[src/rtl/sample_timer_ctrl.sv]
// Programmable sample timer for the J1 I/O bus: prescaler plus period counter issuing a
// tick_req/tick_ack handshake to the measurement datapath, with overrun tracking and irq.
module sample_timer_ctrl (
  input  logic        clk,
  input  logic        rst,
  input  logic [15:0] d_in,
  input  logic        cs,
  input  logic [3:0]  addr,
  input  logic        rd,
  input  logic        wr,
  output logic [15:0] d_out,
  output logic        tick_req,
  input  logic        tick_ack,
  output logic        irq
);

  localparam logic [3:0] AddrCtrl   = 4'h0;
  localparam logic [3:0] AddrPresc  = 4'h2;
  localparam logic [3:0] AddrPeriod = 4'h4;
  localparam logic [3:0] AddrStatus = 4'h6;
  localparam logic [3:0] AddrCount  = 4'h8;
  localparam logic [3:0] AddrMissed = 4'hA;

  typedef enum logic [0:0] {
    StIdle,
    StRun
  } state_e;

  state_e      state_q, state_d;

  logic        en_q, en_d;
  logic        oneshot_q, oneshot_d;
  logic        irq_en_q, irq_en_d;
  logic [15:0] presc_q, presc_d;
  logic [15:0] period_q, period_d;
  logic [15:0] pcnt_q, pcnt_d;
  logic [15:0] count_q, count_d;
  logic [15:0] missed_q, missed_d;
  logic        done_q, done_d;
  logic        ovr_q, ovr_d;
  logic        tick_req_q, tick_req_d;
  logic        irq_q, irq_d;
  logic [15:0] d_out_q, d_out_d;

  logic        we;
  logic        re;
  logic        ctrl_wr;
  logic        status_wr;
  logic        start;
  logic        stop;
  logic        counting;
  logic        presc_tick;
  logic        expiry;
  logic        ovr_set;
  logic [15:0] rdata;

  // Bus decode and run-control events
  always_comb begin
    we         = cs && wr;
    re         = cs && rd;
    ctrl_wr    = we && (addr == AddrCtrl);
    status_wr  = we && (addr == AddrStatus);
    start      = ctrl_wr && d_in[0] && (state_q == StIdle);
    stop       = ctrl_wr && !d_in[0];
    counting   = (state_q == StRun) && !stop;
    // >= rather than == so a limit shrunk below the live count wraps at the next tick
    presc_tick = counting && (pcnt_q >= presc_q);
    expiry     = presc_tick && (count_q >= period_q);
  end

  // FSM next state
  always_comb begin
    state_d = state_q;
    unique case (state_q)
      StIdle: begin
        if (start) state_d = StRun;
      end
      StRun: begin
        if (stop) begin
          state_d = StIdle;
        end else if (expiry && oneshot_q) begin
          state_d = StIdle;
        end
      end
      default: state_d = StIdle;
    endcase
  end

  // Control and configuration registers
  always_comb begin
    en_d      = en_q;
    oneshot_d = oneshot_q;
    irq_en_d  = irq_en_q;
    presc_d   = presc_q;
    period_d  = period_q;
    if (ctrl_wr) begin
      en_d      = d_in[0];
      oneshot_d = d_in[1];
      irq_en_d  = d_in[2];
    end
    if (expiry && oneshot_q) en_d = 1'b0;
    if (we && (addr == AddrPresc))  presc_d  = d_in;
    if (we && (addr == AddrPeriod)) period_d = d_in;
  end

  // Prescaler and period counter
  always_comb begin
    pcnt_d  = pcnt_q;
    count_d = count_q;
    if (start) begin
      pcnt_d  = 16'h0000;
      count_d = 16'h0000;
    end else if (counting) begin
      pcnt_d = presc_tick ? 16'h0000 : pcnt_q + 16'd1;
      if (presc_tick) begin
        count_d = expiry ? 16'h0000 : count_q + 16'd1;
      end
    end
  end

  // Request handshake; an ack coinciding with expiry consumes the old request only
  always_comb begin
    tick_req_d = tick_req_q;
    ovr_set    = 1'b0;
    if (stop) begin
      tick_req_d = 1'b0;
    end else if (expiry) begin
      tick_req_d = 1'b1;
      ovr_set    = tick_req_q && !tick_ack;
    end else if (tick_req_q && tick_ack) begin
      tick_req_d = 1'b0;
    end
  end

  // Status flags: hardware set beats a simultaneous write-1-to-clear
  always_comb begin
    done_d   = (done_q & ~(status_wr & d_in[0])) | expiry;
    ovr_d    = (ovr_q  & ~(status_wr & d_in[1])) | ovr_set;
    missed_d = missed_q;
    if (we && (addr == AddrMissed)) begin
      missed_d = 16'h0000;
    end else if (ovr_set && (missed_q != 16'hFFFF)) begin
      missed_d = missed_q + 16'd1;
    end
    irq_d = irq_en_q & (done_q | ovr_q);
  end

  // Read mux
  always_comb begin
    rdata = 16'h0000;
    unique case (addr)
      AddrCtrl:   rdata = {13'h0000, irq_en_q, oneshot_q, en_q};
      AddrPresc:  rdata = presc_q;
      AddrPeriod: rdata = period_q;
      AddrStatus: rdata = {13'h0000, state_q == StRun, ovr_q, done_q};
      AddrCount:  rdata = count_q;
      AddrMissed: rdata = missed_q;
      default:    rdata = 16'h0000;
    endcase
    d_out_d = re ? rdata : 16'h0000;
  end

  always_ff @(posedge clk) begin
    if (!rst) begin
      state_q    <= StIdle;
      en_q       <= 1'b0;
      oneshot_q  <= 1'b0;
      irq_en_q   <= 1'b0;
      presc_q    <= 16'h0000;
      period_q   <= 16'h0000;
      pcnt_q     <= 16'h0000;
      count_q    <= 16'h0000;
      missed_q   <= 16'h0000;
      done_q     <= 1'b0;
      ovr_q      <= 1'b0;
      tick_req_q <= 1'b0;
      irq_q      <= 1'b0;
      d_out_q    <= 16'h0000;
    end else begin
      state_q    <= state_d;
      en_q       <= en_d;
      oneshot_q  <= oneshot_d;
      irq_en_q   <= irq_en_d;
      presc_q    <= presc_d;
      period_q   <= period_d;
      pcnt_q     <= pcnt_d;
      count_q    <= count_d;
      missed_q   <= missed_d;
      done_q     <= done_d;
      ovr_q      <= ovr_d;
      tick_req_q <= tick_req_d;
      irq_q      <= irq_d;
      d_out_q    <= d_out_d;
    end
  end

  assign d_out    = d_out_q;
  assign tick_req = tick_req_q;
  assign irq      = irq_q;

endmodule

[config.mk]
export PLATFORM = sky130hd
export DESIGN_NAME = sample_timer_ctrl
export DESIGN_NICKNAME = d
export VERILOG_FILES = /design/src/rtl/sample_timer_ctrl.sv
export SDC_FILE = /design/constraint.sdc
export NUM_CORES = 1
export LEC_CHECK = 0
export ABC_AREA = 1
export BUFFER_PORTS_ARGS = -buffer_cell sky130_fd_sc_hd__buf_2
export CAP_MARGIN = 30
export CORE_MARGIN = 2
export CORE_UTILIZATION = 54
export CTS_CLUSTER_SIZE = 24
export DETAILED_ROUTE_END_ITERATION = 8
export GPL_ROUTABILITY_DRIVEN = 0
export PLACE_DENSITY_LB_ADDON = 0.2
export SETUP_SLACK_MARGIN = 0.02
export SYNTH_ARGS = -nofsm -noshare
export SYNTH_HDL_FRONTEND = slang
export SYNTH_SLANG_ARGS = --single-unit
[constraint.sdc]
create_clock -name clk -period 2 [get_ports clk]
set_clock_uncertainty 0.2 [all_clocks]
set_input_delay 0.2 -clock clk [delete_from_list [all_inputs] [get_ports clk]]
set_output_delay 0.2 -clock clk [all_outputs]
set_load 0.005 [all_outputs]
# ---- Word-level counts from Yosys, hierarchy flattened
# Index checks and enable logic that the tools add are counted.
# Widths: inputs -> output; s select.
dict set report word_totals {
  ff_bits 104
  in_bits 26
  output_inout_bits 18
  word_cells 76
}
dict set report op_classes {
  addsub 3
  order_cmp 2
  eq_ne 6
  n_mux 11
  n_bitwise 12
  n_reduce_logical 28
}
# op count
set op_table {}
lappend op_table {{$pmux 16 s6} 1}
lappend op_table {{$add 16x1->16 const B} 3}
lappend op_table {{$ge 16x16->1} 2}
lappend op_table {{$mux 16} 2}
lappend op_table {{$logic_and 1x1->1} 17}
lappend op_table {{$ne 16x16->1 const B} 1}
lappend op_table {{$eq 4x3->1 const B} 2}
lappend op_table {{$eq 4x4->1 const B} 2}
lappend op_table {{$reduce_or 2->1} 4}
lappend op_table {{$mux 1} 7}
lappend op_table {{$and 1x1->1} 5}
lappend op_table {{$eq 4x2->1 const B} 1}
lappend op_table {{$logic_not 4->1} 1}
lappend op_table {{$not 1->1} 4}
lappend op_table {{$reduce_and 2->1} 2}
lappend op_table {{$logic_not 1->1} 3}
lappend op_table {{$or 1x1->1} 3}
lappend op_table {{$pmux 1 s2} 1}
lappend op_table {{$reduce_bool 2->1} 1}

# ---- Logic depth before layout (Yosys ltp)
dict set report logic_depth {
  depth_word 11
  depth_mapped 18
  ltp_nobuf 17
}

# ---- Least setup slack after synthesis
# Ideal clock, no wire load.
dict set report synth_path {
  kind {register to register}
  start {reg presc_q[11]}
  end {reg count_q[12]}
  setup_ns 0.117
  t_arrival_ns 1.741
  required_ns 1.683
  slack_ns -0.058
  path_stages_with_launch 13
  path_buffers 0
  period_less_slack_ns 2.058
  path_cell_list {dfxtp_1 -> inv_1 -> ha_1 -> nand2_1 -> o21bai_1 -> a21oi_1 -> nor2_1 -> nand2_1 -> nand2_2 -> nor2_1 -> nand2_1 -> o21ai_0 -> nor2_1}
}
dict set report synth_between {
  elab_chain_len 4
  elab_cells_between_ends 5
  classes_between {order compare: 1; mux: 1; reduce/logical: 3}
}
# element line_no
set synth_rtl {}
lappend synth_rtl {{start, declared} 34} ;# logic [15:0] presc_q, presc_d;
lappend synth_rtl {{start signal, assigned} 184} ;# presc_q <= presc_d;
lappend synth_rtl {{$ge 16x16->1 (*)} 67} ;# presc_tick = counting && (pcnt_q >= presc_q);
lappend synth_rtl {{$logic_and 1x1->1 (*)} 67}
lappend synth_rtl {{$logic_and 1x1->1} 68} ;# expiry = presc_tick && (count_q >= period_q);
lappend synth_rtl {{$mux 16} 116} ;# count_d = expiry ? 16'h0000 : count_q + 16'd1;
lappend synth_rtl {{end signal, assigned} 187} ;# count_q <= count_d;
lappend synth_rtl {{end, declared} 37} ;# logic [15:0] count_q, count_d;
# Mark *: on every way between the ends. The rest lies on a longest branch, timed or not.
# A chain may end at the register's enable or synchronous reset.

# ---- Worst setup path after layout
dict set report layout_path {
  start {reg presc_q[13]}
  end {reg missed_q[10]}
}
dict set report layout_between {
  elab_chain_len 6
}
# element line_no
set layout_rtl {}
lappend layout_rtl {{$ge 16x16->1} 67}
lappend layout_rtl {{$logic_and 1x1->1} 67}
lappend layout_rtl {{$logic_and 1x1->1} 68}
lappend layout_rtl {{$mux 1} 127} ;# end else if (expiry) begin
lappend layout_rtl {{$mux 1} 125} ;# if (stop) begin
lappend layout_rtl {{$logic_and 1x1->1} 142} ;# end else if (ovr_set && (missed_q != 16'hFFFF)) begin
lappend layout_rtl {{end signal, assigned} 188} ;# missed_q <= missed_d;
lappend layout_rtl {{end, declared} 38} ;# logic [15:0] missed_q, missed_d;
# No other way between the ends.

==> impl_results.md <==
- Vias: 6,518
- Clk Latency, worst-skew pair: 0.40 ns
- Via density: 6.024
- RSZ-0062 raised after global routing: yes
- DRT Wirelength: 20.26 mm
- Die area: 11,110 sq um
- Die H: 105.4 um
- First-pass GRT wire length: 28.19 mm
- Synth top cells by count: nand2_1 (125), inv_1 (113), dfxtp_1 (104)
- Synthesized cell area: 5552 sq um
- Max-slew headroom: 0.5000
- Synth top area share: 0.3750
- Final setup viols: 53
- Vias in the first global route: 5,978
- Share of layout cells above drive strength 1: 0.3848
- Max-cap violations: 0
- Initial Util: 0.5476
- WL/cell: 18.73 um
- Max Freq: 405.8 MHz
- EDFF count, synth: 0
- Gr ovfl total: 0
- Num rows: 37
- Area delta synth->final: 45.46%
- TritonCTS clock tree: done
- Hold depth: 4
- Cell leakage power: 3.245 nW
- Compound-cell area share of the yosys netlist: 0.1715
- Yosys cell types: 44
- Initial drt markers: 693
- CTS sink cnt: 104
- Worst VDD drop: 0.0004972 V
- Area post-placement: 6623 sq um
- Critical path type: flip-flop to flip-flop
- Startpoint types: flip-flop
- Nets: 1,002
- ANT nets after route: 0
- Leading area contributor after synthesis: dfxtp_1
- Dpl hpwl: 11.55 mm
- Synth warn: 0
- Setup crit end kind: flip-flop
- Main area contributors after synthesis: dfxtp_1 (38%), nand2_1 (8.5%), ha_1 (7.9%)
- Minimum clock period: 2.464 ns
- Worst-Margin Slew: 0.7492 ns
- Crit share post-route: 1.232
- Post-Synth Adder-Cell Area: 0.07888
- Largest family of logic cells by synthesized area: simple AND/OR/NAND/NOR gates
- Synth async-reset ratio: 0
- Tot Pwr: 3.994 mW
- CTS buffer count: 9
- Cell Pwr Density: 494.6 nW/um^2
- Critical Path Fanout Max: 3
- Slew Limit Fails: 0
- Initial antenna violation count: 0
- Largest net degree at the start of global routing: 37
- WP data required: 2.15 ns
- Clock H-tree levels: 3
- Post-synthesis sequential area ratio: 0.3750
- Crit path DAT: 2.61 ns
- Synth Instances: 761
- Die Wd: 105.4 um
- Synth Register Bits: 104
- First-pass DRT Iterations: 7
- Final instance area: 8075 sq um
- Total GRT Usage: 0.3183
- Hold Vio Cnt, Final: 0
- Drc violations: 0
- Clk buf depth: 2
- Cells on worst reg2reg path: 14
- Clk pin slew, worst setup/hold paths: 0.11 ns
- Failing checks: setup timing
- Top Ports: 44
- Status: complete, but fails checks
- Post-Synth XOR/XNOR Area: 0.01735
- CORE AREA: 10,140 sq um
- Synth Flop Type: dfxtp_1
- Post-Synth Simple-Gate Area: 0.2587
- Port bufs: 43
- Hold WC Path Type: primary input to flip-flop
- Final setup margin: -0.4640 ns
- Count leader, synth: nand2_1
- Pre-CTS setup slack: -0.4236 ns
- Syn_area_per_cell: 7.295 sq um
- Post-synthesis mux area share: 0
- Clock root buffer: clkbuf_8
- Antenna Cells: 0
- Syn Nets: 822
## cells in the final DEF, fill, tap and decap left out, types with 6 or more instances in the layout
master         synthesis  final
a21oi_1               64     49
a21oi_2                0     14
a221oi_1              16     16
a31oi_1               14     11
buf_2                  5     43
buf_4                  1    117
buf_6                  2      7
clkbuf_8               0      9
dfxtp_1              104     71
dfxtp_2                0     33
dlygate4sd3_1          0     18
ha_1                  35     11
ha_4                   0     23
inv_1                113     90
inv_2                  1     24
nand2_1              125    107
nand2_2                2     16
nand3_1               31     27
nand4_1               24     24
nor2_1                82     69
nor2_2                 7      7
nor2_4                 4     18
nor3_1                17     13
o21ai_0               49     41
o22ai_1               10     10
xor2_1                 8      6
## through the flow
stage	hold WS, ns	setup TNS [ns]	util	cells
2_1_floorplan	0.1650	0	-	761
3_3_place_gp	0.2562	-9.740	0.6532	1017
3_5_place_dp	0.2548	-12.25	0.6532	1017
4_1_cts	0.05779	-7.349	0.7598	1073
5_1_grt	0.08052	-19.80	0.7965	1082
6_report	0.06151	-16.38	0.7965	1082
## cell families (layout without fill, tap and decap cells)
kind of cell / after synthesis / count (layout)
AO/OA/AOI/OAI: 164 / 164
adder cells (fa/ha/maj): 35 / 35
flip-flops: 104 / 104
XOR/XNOR: 11 / 11
AND/OR/NAND/NOR: 308 / 311
buffers and inverters: 139 / 321
## cell type report
type / instances / area (sq um)
Sequential cell: 104 / 2123
Clock inverter: 7 / 103.9
Timing Repair Buffer: 190 / 1448
Tap cell: 136 / 170.2
Inverter: 115 / 431.7
Clock buffer: 9 / 123.9
Fill cell: 618 / 2063
Multi-Input combinational cell: 521 / 3675
## metal layers
layer	vias up	global-route usage	share of wire
met3	143	0.06308	0.084
met1	3022	0.3681	0.36
met4	0	0.1552	0.071
met5	-	0	0
met2	449	0.5590	0.49
li1	2904	-	-
## worst max-delay path, cell delays in order (launching register included)
cell	delay (ns)
dfxtp_2	0.35
inv_2	0.06
ha_4	0.27
nand4_1	0.21
nor3_2	0.24
nand2_1	0.13
nand2_2	0.09
nand2_4	0.09
buf_12	0.14
nor2_4	0.21
buf_6	0.16
nand2_4	0.06
nor2_2	0.09
nor2_1	0.04
nor2_1	0.08
## state kept, by name (all words and copies together), names as in the netlist
register / flops
count_q: 16
d_out: 16
missed_q: 16
pcnt_q: 16
period_q: 16
presc_q: 16
done_q: 1
en_q: 1
irq: 1
irq_en_q: 1
oneshot_q: 1
ovr_q: 1
state_q: 1
tick_req: 1
## worst paths after layout
kind               startpoint           end  slack, ns
setup / recovery  presc_q[13]  missed_q[10]      -0.46
hold / removal            rst   missed_q[7]       0.06
setup reg to reg  presc_q[13]  missed_q[10]      -0.46
hold reg to reg     oneshot_q          en_q       0.28
## power breakdown
part	internal (mW)	switching, mW	total, mW
logic	0.148	0.217	0.365
clock network	0.719	0.823	1.54
registers	2.08	0.00692	2.09
## repair_timing
action,CTS,global route
buffers inserted,20,17
pin swaps,44,54
hold buffers,18,0
hold endpoints to repair,35,0
setup endpoints to repair,53,53
cloned,4,0
gates resized for setup,107,86
Power figures use the tool's default switching activity.
